### config.mk
export PLATFORM = sky130hd
export DESIGN_NAME = cgra_conf_loader
export DESIGN_NICKNAME = d
export VERILOG_FILES = /design/src/rtl/cgra_pkg.sv /design/src/rtl/cgra_conf_loader.sv
export SDC_FILE = /design/constraint.sdc
export NUM_CORES = 1
export LEC_CHECK = 0
export CORE_MARGIN = 1.5
export CORE_UTILIZATION = 40
export CTS_CLUSTER_SIZE = 28
export DETAILED_ROUTE_END_ITERATION = 10
export PLACE_DENSITY = 0.78
export SETUP_SLACK_MARGIN = 0.15
export SYNTH_ARGS = -nofsm -noshare
export SYNTH_HDL_FRONTEND = slang
export SYNTH_SLANG_ARGS = --single-unit
export TNS_END_PERCENT = 30
### constraint.sdc
create_clock -name clk_i -period 2 [get_ports clk_i]
set_clock_uncertainty 0.05 [all_clocks]
set_input_delay 0.6 -clock clk_i [delete_from_list [all_inputs] [get_ports clk_i]]
set_output_delay 0.6 -clock clk_i [all_outputs]
set_load 0.02 [all_outputs]
### src/rtl/cgra_pkg.sv
// Shared CGRA configuration constants and the kernel loader's state type.
package cgra_pkg;

    localparam int unsigned INSTR_WIDTH       = 32;
    localparam int unsigned RCS_NUM_CREG      = 32;
    localparam int unsigned RCS_NUM_CREG_LOG2 = 5;

    typedef enum logic [1:0] {
        LDR_IDLE = 2'd0,
        LDR_LOAD = 2'd1,
        LDR_DONE = 2'd2
    } ldr_state_e;

    // Longer requests cannot address more than RCS_NUM_CREG registers per cell.
    function automatic logic [RCS_NUM_CREG_LOG2:0] ldr_clamp_len(
        input logic [RCS_NUM_CREG_LOG2:0] len
    );
        if (len > (RCS_NUM_CREG_LOG2 + 1)'(RCS_NUM_CREG)) begin
            return (RCS_NUM_CREG_LOG2 + 1)'(RCS_NUM_CREG);
        end
        return len;
    endfunction

endpackage

### src/rtl/cgra_conf_loader.sv
// Streams a kernel's instruction words into the per-cell configuration register
// files, cell-inner / pc-outer, with one registered write per accepted word.
module cgra_conf_loader
    import cgra_pkg::*;
#(
    parameter int unsigned N_RC = 4
) (
    input  logic                           clk_i,
    input  logic                           rst_i,
    input  logic                           start_i,
    input  logic [RCS_NUM_CREG_LOG2:0]     len_i,
    input  logic                           abort_i,
    input  logic                           data_valid_i,
    input  logic [INSTR_WIDTH-1:0]         data_i,
    output logic                           data_ready_o,
    output logic [INSTR_WIDTH-1:0]         instr_o,
    output logic [RCS_NUM_CREG_LOG2-1:0]   pc_o,
    output logic [N_RC-1:0]                we_o,
    output logic                           busy_o,
    output logic                           done_o
);

    localparam int unsigned RC_W  = (N_RC > 1) ? $clog2(N_RC) : 1;
    localparam int unsigned PC_W  = RCS_NUM_CREG_LOG2;
    localparam int unsigned LEN_W = RCS_NUM_CREG_LOG2 + 1;

    ldr_state_e             state_q, state_d;
    logic [LEN_W-1:0]       len_q, len_d;
    logic [PC_W-1:0]        pc_cnt_q, pc_cnt_d;
    logic [RC_W-1:0]        rc_cnt_q, rc_cnt_d;
    logic [INSTR_WIDTH-1:0] instr_q, instr_d;
    logic [PC_W-1:0]        pc_q, pc_d;
    logic [N_RC-1:0]        we_q, we_d;
    logic                   done_q, done_d;

    logic [N_RC-1:0]        rc_onehot;
    logic                   rc_last;
    logic                   pc_last;

    always_comb begin
        rc_onehot = '0;
        for (int unsigned i = 0; i < N_RC; i++) begin
            rc_onehot[i] = (rc_cnt_q == RC_W'(i));
        end
    end

    assign rc_last = (rc_cnt_q == RC_W'(N_RC - 1));
    assign pc_last = ({1'b0, pc_cnt_q} == (len_q - LEN_W'(1)));

    always_comb begin
        state_d  = state_q;
        len_d    = len_q;
        pc_cnt_d = pc_cnt_q;
        rc_cnt_d = rc_cnt_q;
        instr_d  = instr_q;
        pc_d     = pc_q;
        we_d     = '0;
        done_d   = 1'b0;

        unique case (state_q)
            LDR_IDLE: begin
                if (start_i) begin
                    if (len_i == '0) begin
                        state_d = LDR_DONE;
                        done_d  = 1'b1;
                    end else begin
                        len_d    = ldr_clamp_len(len_i);
                        pc_cnt_d = '0;
                        rc_cnt_d = '0;
                        state_d  = LDR_LOAD;
                    end
                end
            end
            LDR_LOAD: begin
                // Abort wins over a coincident handshake: the word is dropped.
                if (abort_i) begin
                    state_d = LDR_IDLE;
                end else if (data_valid_i) begin
                    instr_d = data_i;
                    pc_d    = pc_cnt_q;
                    we_d    = rc_onehot;
                    if (rc_last) begin
                        rc_cnt_d = '0;
                        if (pc_last) begin
                            state_d = LDR_DONE;
                            done_d  = 1'b1;
                        end else begin
                            pc_cnt_d = pc_cnt_q + PC_W'(1);
                        end
                    end else begin
                        rc_cnt_d = rc_cnt_q + RC_W'(1);
                    end
                end
            end
            LDR_DONE: begin
                state_d = LDR_IDLE;
            end
            default: begin
                state_d = LDR_IDLE;
            end
        endcase
    end

    always_ff @(posedge clk_i or posedge rst_i) begin
        if (rst_i) begin
            state_q  <= LDR_IDLE;
            len_q    <= '0;
            pc_cnt_q <= '0;
            rc_cnt_q <= '0;
            instr_q  <= '0;
            pc_q     <= '0;
            we_q     <= '0;
            done_q   <= 1'b0;
        end else begin
            state_q  <= state_d;
            len_q    <= len_d;
            pc_cnt_q <= pc_cnt_d;
            rc_cnt_q <= rc_cnt_d;
            instr_q  <= instr_d;
            pc_q     <= pc_d;
            we_q     <= we_d;
            done_q   <= done_d;
        end
    end

    assign data_ready_o = (state_q == LDR_LOAD);
    assign busy_o       = (state_q != LDR_IDLE);
    assign done_o       = done_q;
    assign instr_o      = instr_q;
    assign pc_o         = pc_q;
    assign we_o         = we_q;

endmodule
==> impl_metrics.tcl <==
set metrics [dict create \
    ys.flop_type "dfrtp_1" \
    drive_above_1_share 0.3237 \
    p_clk_frac 0.270 \
    seqPwrFrac 0.382 \
    slew_violations 0 \
    slew_headroom 0.7208 \
    cts_tree "built" \
    htreeDepth 3 \
    wl_per_cell_um 15.03 \
    clock-sinks 57 \
    regArea_sq_mm 0.001426 \
    syn2layout_area_growth_pct 60.33 \
    final_area_sq_mm 0.003970 \
    pwr-share-comb 0.348 \
    ant_nets 0 \
    yosys.area_share.simple 0.09601 \
    grt_pass1_wl_mm 8.894 \
    fmax_mhz 516.4 \
    drt-vias-per-instance 5.003 \
    portBuffers 86 \
    nFillCells 454 \
    synthAdderAreaFrac 0.03032 \
    hold_buffers 0 \
    yosysWarnings 0 \
    worst_ep_required_time_ps 1350 \
    hold-worst-slack_ps 447.9 \
    ir_drop_v 0.0005768 \
    place_congestion 0.7721 \
    die_w_um 81.68 \
    overflow 0 \
    place_hpwl_mm 4.081 \
    cp_top_family "buffers and inverters" \
    ys_ff_latch 57 \
    period_share 0.9682 \
    drtIter0Drc 86 \
    start_kind "register" \
    grt_max_degree 26 \
    muxShareOfSynthArea 0.1844 \
    cap_viol_max_count 0 \
    dpl_worst_slack_ps -247.9 \
    wl_mm 5.817 \
    track_usage 0.1815 \
    critPathSlowestCell "clkdlybuf4s50_1" \
    final_core_util 0.6666 \
    path_cells "clkdlybuf4s50_1" \
    num_io_pins 87 \
    antenna_cells 0 \
    end_kind "primary output" \
    syn_avg_cell_area_sq_um 12.96 \
    core_sq_mm 0.005956 \
    leakage_nw 1.957 \
    syn-num-nets 240 \
    hold_class "reg -> reg" \
    cp_max_fo 2 \
    synth-seq-area-share 0.5760 \
    setup_slack_ps 63.64 \
    numCtsBuffers 9 \
    drc 0 \
    final_nets 356 \
    cp.buffers_inverters 1 \
    async_reset_ff_frac 1.000 \
    dieHeight_um 81.68 \
    synthTopCellsByArea "dfrtp_1, mux2_2, ha_1, nand2_1, xnor2_1" \
    synth-edff-count 0 \
    clkTransAtPathRegs_ps 60 \
    rsz0062_at_grt "true" \
    status "complete, no violations" \
    multi_input_area_sq_mm 0.001065 \
    antenna_found_initial 0 \
    num_rows 28 \
    r2r_start "len_q[0]$_DFFE_PP0P_" \
    cpPeakStageDelay_ps 600 \
    start_util 0.4158 \
    min_period_ps 1936 \
    worstSkewPairLatency_ps 330 \
    power.switching_mw 1.296 \
    synth_top_family_by_area "multiplexers" \
    critPathKind "reg -> out" \
    crit_arrival_ps 1290 \
    syn_inst 191 \
    ys_types 37 \
    drt_pass1_iterations 4 \
    place_area_sq_mm 0.003606 \
    synthXorXnorAreaFrac 0.02476 \
    p_int_mw 2.823 \
    finalHoldViolCount 0 \
    cts.path.max_buffers 2 \
    grt_pass1_vias 1899 \
    power.density_mw_per_mm2 1038 \
    die_area_sq_mm 0.006672 \
    cts_root_buffer "clkbuf_8" \
    synthesis.area_sq_mm 0.002476 \
    yosysTopAreaCell "dfrtp_1" \
    setup_violations 0 \
    swShare 0.3147 \
    via_count 1936 \
    cp-startpoint "instr_o[30]$_DFFE_PP0P_" \
    yosysTopAreaCellShare 0.5760 \
    tightestPinTransition_ps 417.9 \
    synth_compound_area_frac 0.06114 \
    worstHoldStart "instr_o[9]$_DFFE_PP0P_" \
]
## layout by cell type, fill, tap and decap left out, types with 4 or more instances in the layout
| cell | instances |
|---|---|
| buf_12 | 4 |
| nor2_1 | 5 |
| inv_1 | 5 |
| xnor2_1 | 4 |
| dlygate4sd2_1 | 18 |
| clkbuf_8 | 12 |
| nand3_1 | 7 |
| clkdlybuf4s50_1 | 50 |
| mux2i_1 | 4 |
| dlymetal6s2s_1 | 16 |
| mux2_2 | 37 |
| ha_1 | 5 |
| dfrtp_1 | 57 |
| nand2_1 | 20 |
| buf_4 | 21 |
## cells in the mapped netlist, drive strengths merged, types with 2 or more instances
cell type	instances
xnor2	5
nand3	7
mux2	37
o211ai	2
nor3	3
mux2i	4
xor2	2
a31o	2
nand2	20
and3	3
buf	6
nor2	6
o21ai	4
ha	6
a22o	2
inv	8
dfrtp	57
## layout make-up
| type | instances | area share |
|---|---|---|
| Tap cell | 75 | 0.02364 |
| Timing Repair Buffer | 112 | 0.2881 |
| Sequential cell | 57 | 0.3593 |
| Multi-Input combinational cell | 119 | 0.2682 |
| Inverter | 8 | 0.008509 |
| Clock buffer | 14 | 0.04349 |
| Clock inverter | 2 | 0.008824 |
## kinds of logic after synthesis
group	count (synthesis)
XOR/XNOR	7
multiplexers	41
flip-flops	57
adder cells (fa/ha/maj)	6
AND/OR/NAND/NOR	47
AO/OA/AOI/OAI	18
buffers and inverters	15
## timing repair
item	in CTS	in global routing
endpoints found under the setup margin	76	73
setup buffers	0	3
resized for setup	29	32
cloned	0	2
endpoints found under the hold margin	0	0
pin swaps	1	9
## final timing paths
path,slack [ps],cells past startpoint,to
worst max-delay path,60,1,instr_o[30]
worst min-delay path,450,1,instr_o[9]$_DFFE_PP0P_
worst max register to register,100,7,pc_cnt_q[2]$_DFFE_PP0P_
worst min register to register,450,1,instr_o[9]$_DFFE_PP0P_
max in group asynchronous,870,3,instr_o[16]$_DFFE_PP0P_
min in group asynchronous,570,2,instr_o[7]$_DFFE_PP0P_
## metrics by stage
step / cells / power, mW / TNS [ps]
CTS: 382 / 4.097 / 0
floorplan: 191 / 2.309 / 0
global route: 387 / 4.339 / 0
global placement: 366 / 2.979 / -5768
finish: 387 / 4.120 / 0
detailed placement: 366 / 3.028 / -9186
## power groups by stage
stage / Combinational (mW) / Clock [mW] / Sequential, mW
4_1_cts: 1.38 / 1.14 / 1.58
2_1_floorplan: 0.468 / 0 / 1.84
3_3_place_gp: 1.39 / 0 / 1.58
5_1_grt: 1.55 / 1.18 / 1.61
6_report: 1.43 / 1.11 / 1.57
3_5_place_dp: 1.43 / 0 / 1.60
## sequential cells by signal, indices dropped and copies added (netlist names)
name,count
state_q,2
pc_o,5
len_q,6
done_o,1
we_o,4
rc_cnt_q,2
instr_o,32
pc_cnt_q,5
## layer usage
layer  vias to the layer above  share of wire  GRT usage
li1                        903              -          -
met1                       948           0.40     0.2113
met2                        77           0.51     0.3025
met3                         8          0.074    0.05556
met4                         0          0.017    0.09153
met5                         -              0          0
Power figures use the tool's default switching activity.
